File: src/rtl/mdu_sequencer_pkg.sv
`default_nettype none
// +-----------------------------------------------------------------------+
// | mdu_sequencer_pkg: shared CPU codes (ALU control, MDU op/state, width) |
// | Revision: 1.0                                                         |
// +-----------------------------------------------------------------------+
package mdu_sequencer_pkg;

    localparam int MDU_WIDTH = 32;

    typedef enum logic [3:0] {
        ALU_ADD  = 4'h0,
        ALU_SUB  = 4'h1,
        ALU_AND  = 4'h2,
        ALU_OR   = 4'h3,
        ALU_XOR  = 4'h4,
        ALU_NOR  = 4'h5,
        ALU_SLT  = 4'h6,
        ALU_SLTU = 4'h7,
        ALU_SLL  = 4'h8,
        ALU_SRL  = 4'h9,
        ALU_SRA  = 4'hA,
        ALU_LUI  = 4'hB
    } alu_ctrl_e;

    typedef enum logic [1:0] {
        OP_MULT  = 2'b00,
        OP_MULTU = 2'b01,
        OP_DIV   = 2'b10,
        OP_DIVU  = 2'b11
    } mdu_op_e;

    typedef enum logic [1:0] {
        ST_IDLE  = 2'b00,
        ST_CALC  = 2'b01,
        ST_FIXUP = 2'b10,
        ST_DONE  = 2'b11
    } mdu_state_e;

    function automatic logic is_div_op(input mdu_op_e op);
        return (op == OP_DIV) || (op == OP_DIVU);
    endfunction

    function automatic logic is_signed_op(input mdu_op_e op);
        return (op == OP_MULT) || (op == OP_DIV);
    endfunction

endpackage
`default_nettype wire

File: src/rtl/mdu_addsub.sv
`default_nettype none
// +-----------------------------------------------------------------------+
// | mdu_addsub: (WIDTH+1)-bit adder/subtractor shared by mul and div steps |
// | Revision: 1.0                                                         |
// +-----------------------------------------------------------------------+
module mdu_addsub
    import mdu_sequencer_pkg::*;
#(
    parameter int WIDTH = MDU_WIDTH
) (
    input  logic [WIDTH:0] op_a,
    input  logic [WIDTH:0] op_b,
    input  logic           sub,
    output logic [WIDTH:0] res
);

    assign res = sub ? (op_a - op_b) : (op_a + op_b);

endmodule
`default_nettype wire

File: src/rtl/mdu_sequencer.sv
`default_nettype none
// +-----------------------------------------------------------------------+
// | mdu_sequencer: iterative multiply/divide unit (shift-add / restoring)  |
// | Revision: 1.0                                                         |
// +-----------------------------------------------------------------------+
module mdu_sequencer
    import mdu_sequencer_pkg::*;
#(
    parameter int WIDTH = MDU_WIDTH
) (
    input  logic             clk_i,
    input  logic             rst_i,
    input  logic             start_i,
    input  logic [1:0]       op_i,
    input  logic [WIDTH-1:0] src1_i,
    input  logic [WIDTH-1:0] src2_i,
    input  logic             flush_i,
    output logic             busy_o,
    output logic             done_o,
    output logic [WIDTH-1:0] hi_o,
    output logic [WIDTH-1:0] lo_o
);

    localparam int               CNT_W     = $clog2(WIDTH) + 1;
    localparam logic [CNT_W-1:0] LAST_ITER = CNT_W'(WIDTH - 1);

    mdu_state_e           state;
    mdu_op_e              op_q;
    logic [WIDTH-1:0]     a_q;
    logic [WIDTH-1:0]     b_q;
    logic                 sign1_q;
    logic                 sign2_q;
    logic [WIDTH:0]       acc_q;
    logic [2*WIDTH-1:0]   prod_q;
    logic [CNT_W-1:0]     cnt_q;

    mdu_op_e              op_in;
    logic                 s1_in;
    logic                 s2_in;
    logic [WIDTH-1:0]     abs1;
    logic [WIDTH-1:0]     abs2;

    assign op_in = mdu_op_e'(op_i);
    assign s1_in = is_signed_op(op_in) & src1_i[WIDTH-1];
    assign s2_in = is_signed_op(op_in) & src2_i[WIDTH-1];
    assign abs1  = s1_in ? -src1_i : src1_i;
    assign abs2  = s2_in ? -src2_i : src2_i;

    // Multiply adds the multiplicand into the upper half; divide subtracts
    // the divisor from the shifted partial remainder.
    logic [WIDTH:0] as_x;
    logic [WIDTH:0] as_y;
    logic [WIDTH:0] as_res;
    logic           as_sub;

    always_comb begin
        if (is_div_op(op_q)) begin
            as_x   = {acc_q[WIDTH-1:0], prod_q[WIDTH-1]};
            as_y   = {1'b0, b_q};
            as_sub = 1'b1;
        end else begin
            as_x   = {1'b0, prod_q[2*WIDTH-1:WIDTH]};
            as_y   = {1'b0, a_q};
            as_sub = 1'b0;
        end
    end

    mdu_addsub #(.WIDTH(WIDTH)) u_addsub (
        .op_a (as_x),
        .op_b (as_y),
        .sub  (as_sub),
        .res  (as_res)
    );

    logic               signs_differ;
    logic [2*WIDTH-1:0] prod_fix;
    logic [WIDTH-1:0]   quo_fix;
    logic [WIDTH-1:0]   rem_fix;

    assign signs_differ = sign1_q ^ sign2_q;

    // Divide by zero leaves the dividend in the remainder and forces an
    // all-ones quotient regardless of sign.
    always_comb begin
        prod_fix = signs_differ ? -prod_q : prod_q;
        if (b_q == '0) begin
            quo_fix = '1;
        end else if (signs_differ) begin
            quo_fix = -prod_q[WIDTH-1:0];
        end else begin
            quo_fix = prod_q[WIDTH-1:0];
        end
        rem_fix = sign1_q ? WIDTH'(-acc_q) : acc_q[WIDTH-1:0];
    end

    always_ff @(posedge clk_i) begin
        if (rst_i) begin
            state   <= ST_IDLE;
            busy_o  <= 1'b0;
            done_o  <= 1'b0;
            hi_o    <= '0;
            lo_o    <= '0;
            op_q    <= OP_MULT;
            a_q     <= '0;
            b_q     <= '0;
            sign1_q <= 1'b0;
            sign2_q <= 1'b0;
            acc_q   <= '0;
            prod_q  <= '0;
            cnt_q   <= '0;
        end else begin
            done_o <= 1'b0;
            if (flush_i) begin
                state  <= ST_IDLE;
                busy_o <= 1'b0;
            end else begin
                unique case (state)
                    ST_IDLE, ST_DONE: begin
                        if (start_i) begin
                            state   <= ST_CALC;
                            busy_o  <= 1'b1;
                            op_q    <= op_in;
                            a_q     <= abs1;
                            b_q     <= abs2;
                            sign1_q <= s1_in;
                            sign2_q <= s2_in;
                            cnt_q   <= '0;
                            acc_q   <= '0;
                            prod_q  <= is_div_op(op_in) ? {{WIDTH{1'b0}}, abs1}
                                                        : {{WIDTH{1'b0}}, abs2};
                        end else begin
                            state <= ST_IDLE;
                        end
                    end
                    ST_CALC: begin
                        if (is_div_op(op_q)) begin
                            // A set top bit means the trial subtract went negative: restore.
                            if (as_res[WIDTH]) begin
                                acc_q <= as_x;
                            end else begin
                                acc_q <= as_res;
                            end
                            prod_q <= {prod_q[2*WIDTH-1:WIDTH], prod_q[WIDTH-2:0], ~as_res[WIDTH]};
                        end else if (prod_q[0]) begin
                            prod_q <= {as_res, prod_q[WIDTH-1:1]};
                        end else begin
                            prod_q <= {1'b0, prod_q[2*WIDTH-1:1]};
                        end
                        cnt_q <= cnt_q + CNT_W'(1);
                        if (cnt_q == LAST_ITER) begin
                            state <= ST_FIXUP;
                        end
                    end
                    ST_FIXUP: begin
                        if (is_div_op(op_q)) begin
                            hi_o <= rem_fix;
                            lo_o <= quo_fix;
                        end else begin
                            hi_o <= prod_fix[2*WIDTH-1:WIDTH];
                            lo_o <= prod_fix[WIDTH-1:0];
                        end
                        state  <= ST_DONE;
                        busy_o <= 1'b0;
                        done_o <= 1'b1;
                    end
                    default: begin
                        state <= ST_IDLE;
                    end
                endcase
            end
        end
    end

endmodule
`default_nettype wire

File: config.mk
export PLATFORM = sky130hd
export DESIGN_NAME = mdu_sequencer
export DESIGN_NICKNAME = d
export VERILOG_FILES = /design/src/rtl/mdu_sequencer_pkg.sv /design/src/rtl/mdu_addsub.sv /design/src/rtl/mdu_sequencer.sv
export SDC_FILE = /design/constraint.sdc
export NUM_CORES = 1
export LEC_CHECK = 0
export BUFFER_PORTS_ARGS = -buffer_cell sky130_fd_sc_hd__buf_2
export CAP_MARGIN = 20
export CORE_AREA = 2 2 207 209
export DETAILED_ROUTE_END_ITERATION = 12
export DIE_AREA = 0 0 209 211
export PLACE_DENSITY = 0.58
export SLEW_MARGIN = 20
export SYNTH_ARGS = -nofsm -noshare
export SYNTH_HDL_FRONTEND = slang
export SYNTH_SLANG_ARGS = --single-unit
File: constraint.sdc
create_clock -name clk_i -period 8.2 [get_ports clk_i]
set_input_delay 1.64 -clock clk_i [delete_from_list [all_inputs] [get_ports clk_i]]
set_output_delay 1.64 -clock clk_i [all_outputs]
set_load 0.005 [all_outputs]
# [Word-level counts from Yosys, hierarchy flattened]
# Cells that the tools add are included.
[classes] addsub=8 mul=0 div_mod_pow=0 order_cmp=0 n_eq_ne=12 shifts=0 muxes=29 n_bitwise=5 reduce_logical=16
[ops] operator="32-bit 2-to-1 mux" count=12
[ops] operator="64-bit 2-to-1 mux" count=4
[ops] operator="32-bit negator" count=4
[ops] operator="64-bit one-hot mux with 2 select lines" count=1
[ops] operator="33-bit 2-to-1 mux" count=2
[ops] operator="64-bit negator" count=1
[ops] operator="32-bit one-hot mux with 2 select lines" count=1
[ops] operator="33-bit by 32-bit adder with 33-bit output" count=1
[ops] operator="33-bit by 32-bit subtractor with 33-bit output" count=1
[ops] operator="32-bit zero test" count=1
[ops] operator="2-bit == test, second input constant" count=6
[ops] operator="6-bit one-hot mux with 2 select lines" count=1
[ops] operator="2-bit inequality test, second input constant" count=4
[ops] operator="4-bit AND reduction" count=2
[ops] operator="6-bit by 1-bit adder with 6-bit output, second input constant" count=1
[ops] operator="6-bit by 5-bit == test with 1-bit output, second input constant" count=1
[ops] operator="6-bit 2-to-1 mux" count=1
[ops] operator="2-bit one-hot mux with 3 select lines" count=1
[ops] operator="3-bit AND reduction" count=2
[ops] operator="2-bit zero test" count=2
[ops] operator="1-bit 2-to-1 mux" count=4
[ops] operator="2-bit AND reduction" count=2
[ops] operator="2-bit nonzero test" count=2
[ops] operator="2-bit OR reduction" count=2
[ops] operator="7 further kinds" count=11
[word_totals] regBits=238 latch_bits=0 mem_bits_rw=0 rom_bits=0 in_bits=70 out_inout_bits=66 wordCells=84 mem_count=0

# [Depth between registers and ports, before layout]
# Gate-level depths: netlist of run 1.
[logic_depth] ltp_word=8 mapped_depth=27 ltp_nobuf=19

# [Cells and area by module]
# A second synthesis of run 1 with hierarchy kept.
[unflattened] hier_cells=2220 hier_area_um2=17372.9
[by_module_without_submodules] mod="mdu_sequencer" n_inst=1 cells_each=1851 area_each_um2=14835.5 seq_area_each_um2=4744.6
[by_module_without_submodules] mod="mdu_addsub" n_inst=1 cells_each=369 area_each_um2=2537.4 seq_area_each_um2=0.0

# [Least setup slack after synthesis of run 1]
# Ideal clock, no wire load.
[synth_path] path_type="register to register" startpoint="reg op_q[1]" endpoint="reg acc_q[8]" setup_time_ns=0.122 arrival_time_ns=5.811 required_time_ns=8.078 path_slack_ns=2.268 stages_incl_launch_ff=27 path_buffers=9 period_less_slack_ns=5.932 path_cell_list="dfxtp_1 buf_2 clkbuf_1 clkbuf_1 buf_1 buf_1 clkbuf_1 mux2i_1 ha_1 nor4b_2 o21ai_0 o21bai_1 nor3_1 xor2_1 nor2_1 a21oi_1 ha_1 clkbuf_1 nand2_1 nor2_1 a31oi_1 nand2_1 o41ai_4 xnor2_2 buf_4 buf_2 a221o_1"
[synth_via] elab_chain_cells=8 word_cells_on_any_way=14 cone_classes="add/sub: 2; eq/ne: 3; mux: 7; reduce/logical: 2"
[synth_rtl] element="from (decl)" line="mdu_sequencer.sv:28" text="mdu_op_e op_q;"
[synth_rtl] element="from (signal assigned)" line="mdu_sequencer.sv:122" text="op_q <= op_in;"
[synth_rtl] element="2-bit == test" line="mdu_sequencer_pkg.sv:40" text="return (op == OP_DIV) || (op == OP_DIVU);"
[synth_rtl] element="1-bit logical OR *" line="mdu_sequencer_pkg.sv:40"
[synth_rtl] element="33-bit 2-to-1 mux / 32-bit 2-to-1 mux (equally long branches)" line="mdu_sequencer.sv:57" text="if (is_div_op(op_q)) begin"
[synth_rtl] element="33-bit by 32-bit adder with 33-bit output / 33-bit by 32-bit subtractor with 33-bit output (equally long branches)" line="mdu_addsub.sv:17" text="assign res = sub ? (op_a - op_b) : (op_a + op_b);"
[synth_rtl] element="33-bit 2-to-1 mux" line="mdu_addsub.sv:17"
[synth_rtl] element="32-bit 2-to-1 mux" line="mdu_sequencer.sv:138" text="if (as_res[WIDTH]) begin"
[synth_rtl] element="32-bit 2-to-1 mux" line="mdu_sequencer.sv:136" text="if (is_div_op(op_q)) begin"
[synth_rtl] element="32-bit one-hot mux with 2 select lines" line="mdu_sequencer.sv:117" text="unique case (state)"
[synth_rtl] element="to (signal assigned)" line="mdu_sequencer.sv:139" text="acc_q <= as_x;"
[synth_rtl] element="to (signal assigned)" line="mdu_sequencer.sv:141" text="acc_q <= as_res;"
[synth_rtl] element="to (decl)" line="mdu_sequencer.sv:33" text="logic [WIDTH:0] acc_q;"
# Mark *: on every way between the ends. The rest lies on a longest branch, timed or not. The select of a mux whose other input is x is not followed.
# A chain may end at the register's enable or synchronous reset.

# [Worst setup path after layout of run 1]
# Same ends and word-level chain as after synthesis.

==> run metrics, run 1 <==
Slew Limit Fails=0; clk_lat worst skew=~0.57 ns; CTS root buf=clkbuf_16; overall routing resource usage=0.238; ys async rst share=0; PwrDens=181 mW/mm²; Syn Std Cell Area=approximately 0.017 mm²; CTS tree=yes; cell count after synthesis=2165; hpwl dp=approximately 41 mm; setup tns final=0 ns; final setup fails=0; grt ovf=0; most frequent cells in the layout=311 x nor2_1, 235 x dfxtp_1, 193 x nand2_1; part of the Yosys area used for sequential elements=0.287; crit path DAT=between 6 and 7 ns; Reg2Reg Depth=19; Worst Path Required=a little under 9 ns; PnR worst setup slack=around 2.2 ns; Avg Cell Area, Syn=roughly 7.6 µm²; largest net degree at the start of global routing=106; via count=~16000; Initial Util=0.396; die height=roughly 210 µm; CP Launch Type=register; total CTS buffers=27; core area=0.0418 mm²; peak supply drop=between 150 and 200 µV; H-tree Lvls=1; share of layout cells above drive strength 1=0.134; # diodes=0; Worst-path clk slew=approximately 0.06 ns; I/O pin cnt=around 140; # rows=75; Final nets=2310; Die Footprint=about 0.044 mm²; Top FF cell, synth=dfxtp_1; Netlist cell types=just under 90; Post-Place Worst Slack=about 2.2 ns; CP endpoint kind=register; Die Wd=around 210 µm; area grow syn2layout=12.0%; Seq cells post-synth=237; Ys Warns=0; Final Cycle Share=0.734; Setup CP Type=reg -> reg; Sink Count=between 200 and 250; Pre-Repair DR Iteration Count=6; LEAKAGE=roughly 7.2 nW; clock period minus final worst setup slack=~6 ns; Setup Buffers After CTS=0; Vias/cell=about 5.7; f_max=around 170 MHz; number of synthesized flops with an enable pin=0; CP max FO=60; clk_skew=roughly 0.024 ns; routability cong.=about 0.90; final wirelength=around 54 mm; Max Cap Viol=0; Slew HR=0.306; worst hold stages=2; most common cell after layout, fill and taps aside=nor2_1; clk buf depth=3; Hold Buf Count CTS=0; Residual DRC=0; cts repair resizes=0; post-route ant nets=0; port bufs=135; wire per inst=19.5 µm; syn nets=between 2000 and 2500; Tightest Pin Transition=approximately 1.0 ns; status=finished clean; worst min-delay path category=reg -> reg; RSZ-0062 raised after global routing=no; initial antenna violation count=0; first-pass GRT wire length=84.5 mm; vias in the first global route=14700; Design Power=about 3.4 mW; Initial DRC Count=1299; final hold vios=0
-- critical path: stages (launching register included) --
cell	delay [ns]
dfxtp_4	0.68
buf_4	0.56
nor3b_1	0.32
o22ai_1	0.16
nor4b_2	0.43
o21ai_0	0.27
o21bai_1	0.25
nor3_1	0.19
xor2_1	0.16
nor2_1	0.05
a21oi_1	0.16
ha_1	0.36
and3_1	0.27
a31oi_1	0.24
nand2_1	0.17
o41ai_4	0.55
xnor2_4	0.16
buf_4	0.49
nor3b_1	0.11
a221o_1	0.29
-- area by class of cell --
type | count | area (µm²)
clock inverter | 13 | 200
inverter | 29 | 109
multi-input combinational | 1745 | 11100
timing repair buffer | 158 | 851
clock buffer | 36 | 781
fill | 4188 | 23300
sequential | 237 | 4750
tap | 539 | 674
-- cell families (layout without fill, tap and decap cells) --
family                   after synthesis  after routing  synth area share
AO/OA/AOI/OAI                        571            571             0.223
buffers and inverters                183            236            0.0428
multiplexers                         119            119            0.0761
flip-flops                           237            237             0.287
adder cells (fa/ha/maj)               42             42            0.0323
AND/OR/NAND/NOR                      810            810             0.230
XOR/XNOR                             203            203             0.108
-- cells in the mapped netlist (9+ instances only) --
cell | n | share of area
xnor2_1 | 98 | 0.052
nand4_1 | 13 | 0.0049
a21o_1 | 13 | 0.0059
mux2i_1 | 66 | 0.040
buf_1 | 18 | 0.0041
nand2_1 | 193 | 0.044
nand3_1 | 26 | 0.0079
nor3_1 | 93 | 0.028
inv_1 | 26 | 0.0059
nor4_1 | 25 | 0.0095
a211oi_1 | 115 | 0.052
or4_1 | 15 | 0.0068
or2_2 | 9 | 0.0034
o41ai_1 | 9 | 0.0048
nand2b_1 | 22 | 0.0083
ha_1 | 41 | 0.031
nor3b_1 | 9 | 0.0041
a21oi_1 | 151 | 0.046
xor2_1 | 104 | 0.055
nor2b_1 | 14 | 0.0053
dfxtp_1 | 237 | 0.29
or3_1 | 25 | 0.0095
clkbuf_1 | 129 | 0.029
o221ai_1 | 9 | 0.0048
nor2_1 | 313 | 0.071
o31ai_1 | 31 | 0.014
mux2_2 | 53 | 0.036
o211ai_1 | 13 | 0.0059
a31oi_1 | 20 | 0.0076
o21ai_0 | 119 | 0.036
and2_1 | 13 | 0.0049
o21ai_1 | 13 | 0.0039
-- through the flow --
| step | cells | cell area, µm² | util | hold slack, ns |
|---|---|---|---|---|
| global placement | 2708 | 17500 | 0.420 | 0.421 |
| floorplan | 2165 | 16500 | - | 0.435 |
| finish | 2757 | 18500 | 0.443 | 0.433 |
| detailed placement | 2708 | 17500 | 0.420 | 0.428 |
| global route | 2757 | 18500 | 0.443 | 0.467 |
| CTS | 2757 | 18500 | 0.443 | 0.437 |
-- state kept, by name, indices dropped and copies added (netlist names) --
signal	flops
sign2_q	1
a_q	32
op_q	1
prod_q	64
lo_o	32
hi_o	32
cnt_q	6
acc_q	32
busy_o	1
done_o	1
state	2
sign1_q	1
b_q	32
-- per-layer routing --
layer,GRT usage,part of all wire,up-vias
li1,-,-,7857
met1,0.345,0.48,7408
met2,0.381,0.44,500
met3,0.0245,0.059,59
met4,0.0547,0.019,0
met5,0,0,-
-- path summary, 6_finish.rpt --
| path | from | slack, ns | endpoint |
|---|---|---|---|
| setup / recovery | op_q[1] | 2.18 | acc_q[8] |
| setup reg to reg | op_q[1] | 2.18 | acc_q[8] |
| hold / removal | hi_o[4] | 0.43 | hi_o[4] |
| hold reg to reg | hi_o[4] | 0.43 | hi_o[4] |
-- where the power goes --
group / leakage (nW) / internal, mW / switching [mW]
Combinational: 4.76 / 0.281 / 0.468
Sequential: 1.93 / 1.20 / 0.0737
Clock: 0.484 / 0.824 / 0.511
(Power assumes the default switching activity.)
==> run 2, diff against run 1 <==
==> constraint.sdc (replaced) <==
create_clock -name clk_i -period 5.55 [get_ports clk_i]
set_input_delay 1.11 -clock clk_i [delete_from_list [all_inputs] [get_ports clk_i]]
set_output_delay 1.11 -clock clk_i [all_outputs]
set_load 0.005 [all_outputs]
==> run 2 against run 1 <==
Net effect:
- core utilization about the same
- critical path depth unchanged
- count of clock-buffer cells in the layout fell by 2
- combinational power rose by 50%
- routed wire length up 0.62%
- critical endpoint is now prod_q[63]
- largest power group is now registers
- highest routed layer unchanged
==> run metrics, run 2 (same netlist as run 1, synthesis figures left out) <==
H-tree Lvls=1 (unchanged); status=finished clean (unchanged); wire per inst=19.5 µm (about the same); worst min-delay path category=reg -> reg (unchanged); clock share of power=0.378 (was 0.398); Initial DRC Count=1243 (was 1299); Reg power frac=0.389 (was 0.379); I/O pin cnt=136 (unchanged); Slew Limit Fails=0 (unchanged); CP max FO=18 (was 60); Pre-Repair DR Iteration Count=6 (unchanged); LEAKAGE=7.17 nW (about the same); sw power=1.57 mW (was 1.05 mW); area grow syn2layout=12.0% (about the same); share of layout cells above drive strength 1=0.137 (was 0.134); post-route ant nets=0 (unchanged); f_max=191 MHz (was 166 MHz); Worst Path Required=6.02 ns (was 8.65 ns); Initial Util=0.396 (unchanged); die height=211 µm (unchanged); total CTS buffers=27 (unchanged); Logic pwr share=0.233 (was 0.223); routability cong.=0.890 (was 0.898); max reg flops=64 (unchanged); port bufs=135 (unchanged); Slew HR=0.321 (was 0.306); Tightest Pin Transition=1.02 ns (was 1.04 ns); most frequent cells in the layout=311 x nor2_1, 235 x dfxtp_1, 193 x nand2_1 (unchanged); Sink Count=237 (unchanged); Final Cycle Share=0.945 (was 0.734); final hold vios=0 (unchanged); core area=0.0418 mm² (unchanged); overall routing resource usage=0.238 (about the same); Most flops, register=prod_q (unchanged); CP endpoint kind=register (unchanged); Hold Buf Count CTS=0 (unchanged); final setup fails=0 (unchanged); clk buf depth=3 (unchanged); area of the multi-input gates=0.0111 mm² (about the same); CP Launch Type=register (unchanged); Final nets=2315 (was 2310); first-pass GRT wire length=84.0 mm (was 84.5 mm); clock period minus final worst setup slack=5.24 ns (was 6.02 ns); largest net degree at the start of global routing=106 (unchanged); Vias/cell=5.79 (was 5.74); vias in the first global route=14700 (about the same); Setup CP Type=reg -> reg (unchanged); Switching Share=0.326 (was 0.314); final wirelength=54.0 mm (was 53.6 mm); CTS tree=yes (unchanged); most common cell after layout, fill and taps aside=nor2_1 (unchanged); clk_lat worst skew=0.57 ns (about the same); Max Cap Viol=0 (unchanged); hpwl dp=41.7 mm (was 41.1 mm); CTS root buf=clkbuf_16 (unchanged); fin util=0.443 (about the same); via count=16000 (was 15800); fill count=4280 (was 4188); peak supply drop=198 µV (was 157 µV); clk_skew=0.0323 ns (was 0.0240 ns); # diodes=0 (unchanged); Die Footprint=0.0441 mm² (unchanged); grt ovf=0 (unchanged); Worst-path clk slew=0.06 ns (about the same); setup tns final=0 ns (unchanged); crit path DAT=5.72 ns (was 6.47 ns); register area=0.00475 mm² (unchanged); PwrDens=261 mW/mm² (was 181 mW/mm²); RSZ-0062 raised after global routing=no (unchanged); Die Wd=209 µm (unchanged); Residual DRC=0 (unchanged); internal power=3.25 mW (was 2.30 mW); initial antenna violation count=0 (unchanged); # rows=75 (unchanged)
run 2: through the flow:
| stage | hold slack (ns) | setup WS [ns] | instance area [µm²] | total power [mW] | std cells |
|---|---|---|---|---|---|
| after global placement | 0.423 | 0.289 | 17600 | 2.99 | 2711 |
| after global routing | 0.466 | 0.0329 | 18500 | 5.05 | 2763 |
| after detailed placement | 0.426 | 0.214 | 17600 | 3.01 | 2711 |
| final | 0.432 | 0.307 | 18500 | 4.82 | 2763 |
| after floorplan | 0.435 | 0.0170 | 16500 | 2.67 | 2165 |
| after CTS | 0.435 | 0.193 | 18500 | 4.84 | 2761 |
run 2: layer usage:
metal	global-route usage	vias to the layer above	share of wire
met2	0.377	503	0.44
met3	0.0225	57	0.055
met5	0	-	0
met1	0.345	7576	0.48
li1	-	7869	-
met4	0.0618	0	0.020
run 2: critical path, stage by stage, from the launching register on:
cell and delay, ns:
dfxtp_4 0.41, or4_4 0.57, a222oi_1 0.48, or4b_4 0.54, or2_4 0.30, nor2_8 0.14, nand3_2 0.10, xnor2_1 0.13
nor2_1 0.09, a21oi_1 0.06, ha_1 0.49, nand4_1 0.20, o21ai_1 0.32, o22a_1 0.24, o41ai_4 0.08, buf_4 0.16
xnor2_4 0.15, buf_4 0.19, or3_1 0.35, a21oi_1 0.14
run 2: what timing repair did:
action | CTS | global route
gates resized for setup | 0 | 4
setup buffers | 0 | 2
setup endpoints to repair | 0 | 34
run 2: power by group through the flow:
| stage | clock network [mW] | registers, mW | logic [mW] |
|---|---|---|---|
| after floorplan | 0 | 1.86 | 0.805 |
| after global placement | 0 | 1.91 | 1.09 |
| after detailed placement | 0 | 1.91 | 1.11 |
| after CTS | 1.86 | 1.87 | 1.11 |
| after global routing | 1.94 | 1.88 | 1.23 |
| final | 1.82 | 1.87 | 1.12 |
run 2: final timing paths:
path            from    endpoint  slack [ns]  cells after the start
max          op_q[1]  prod_q[63]        0.31                     19
min          hi_o[4]     hi_o[4]        0.43                      2
max reg2reg  op_q[1]  prod_q[63]        0.31                     19
min reg2reg  hi_o[4]     hi_o[4]        0.43                      2
run 2: area by class of cell:
| class | instances | share of cell area |
|---|---|---|
| Inverter | 29 | 0.00588 |
| Multi-Input combinational cell | 1745 | 0.602 |
| Sequential cell | 237 | 0.257 |
| Tap cell | 539 | 0.0364 |
| Clock inverter | 16 | 0.00811 |
| Timing Repair Buffer | 163 | 0.0498 |
| Clock buffer | 34 | 0.0406 |
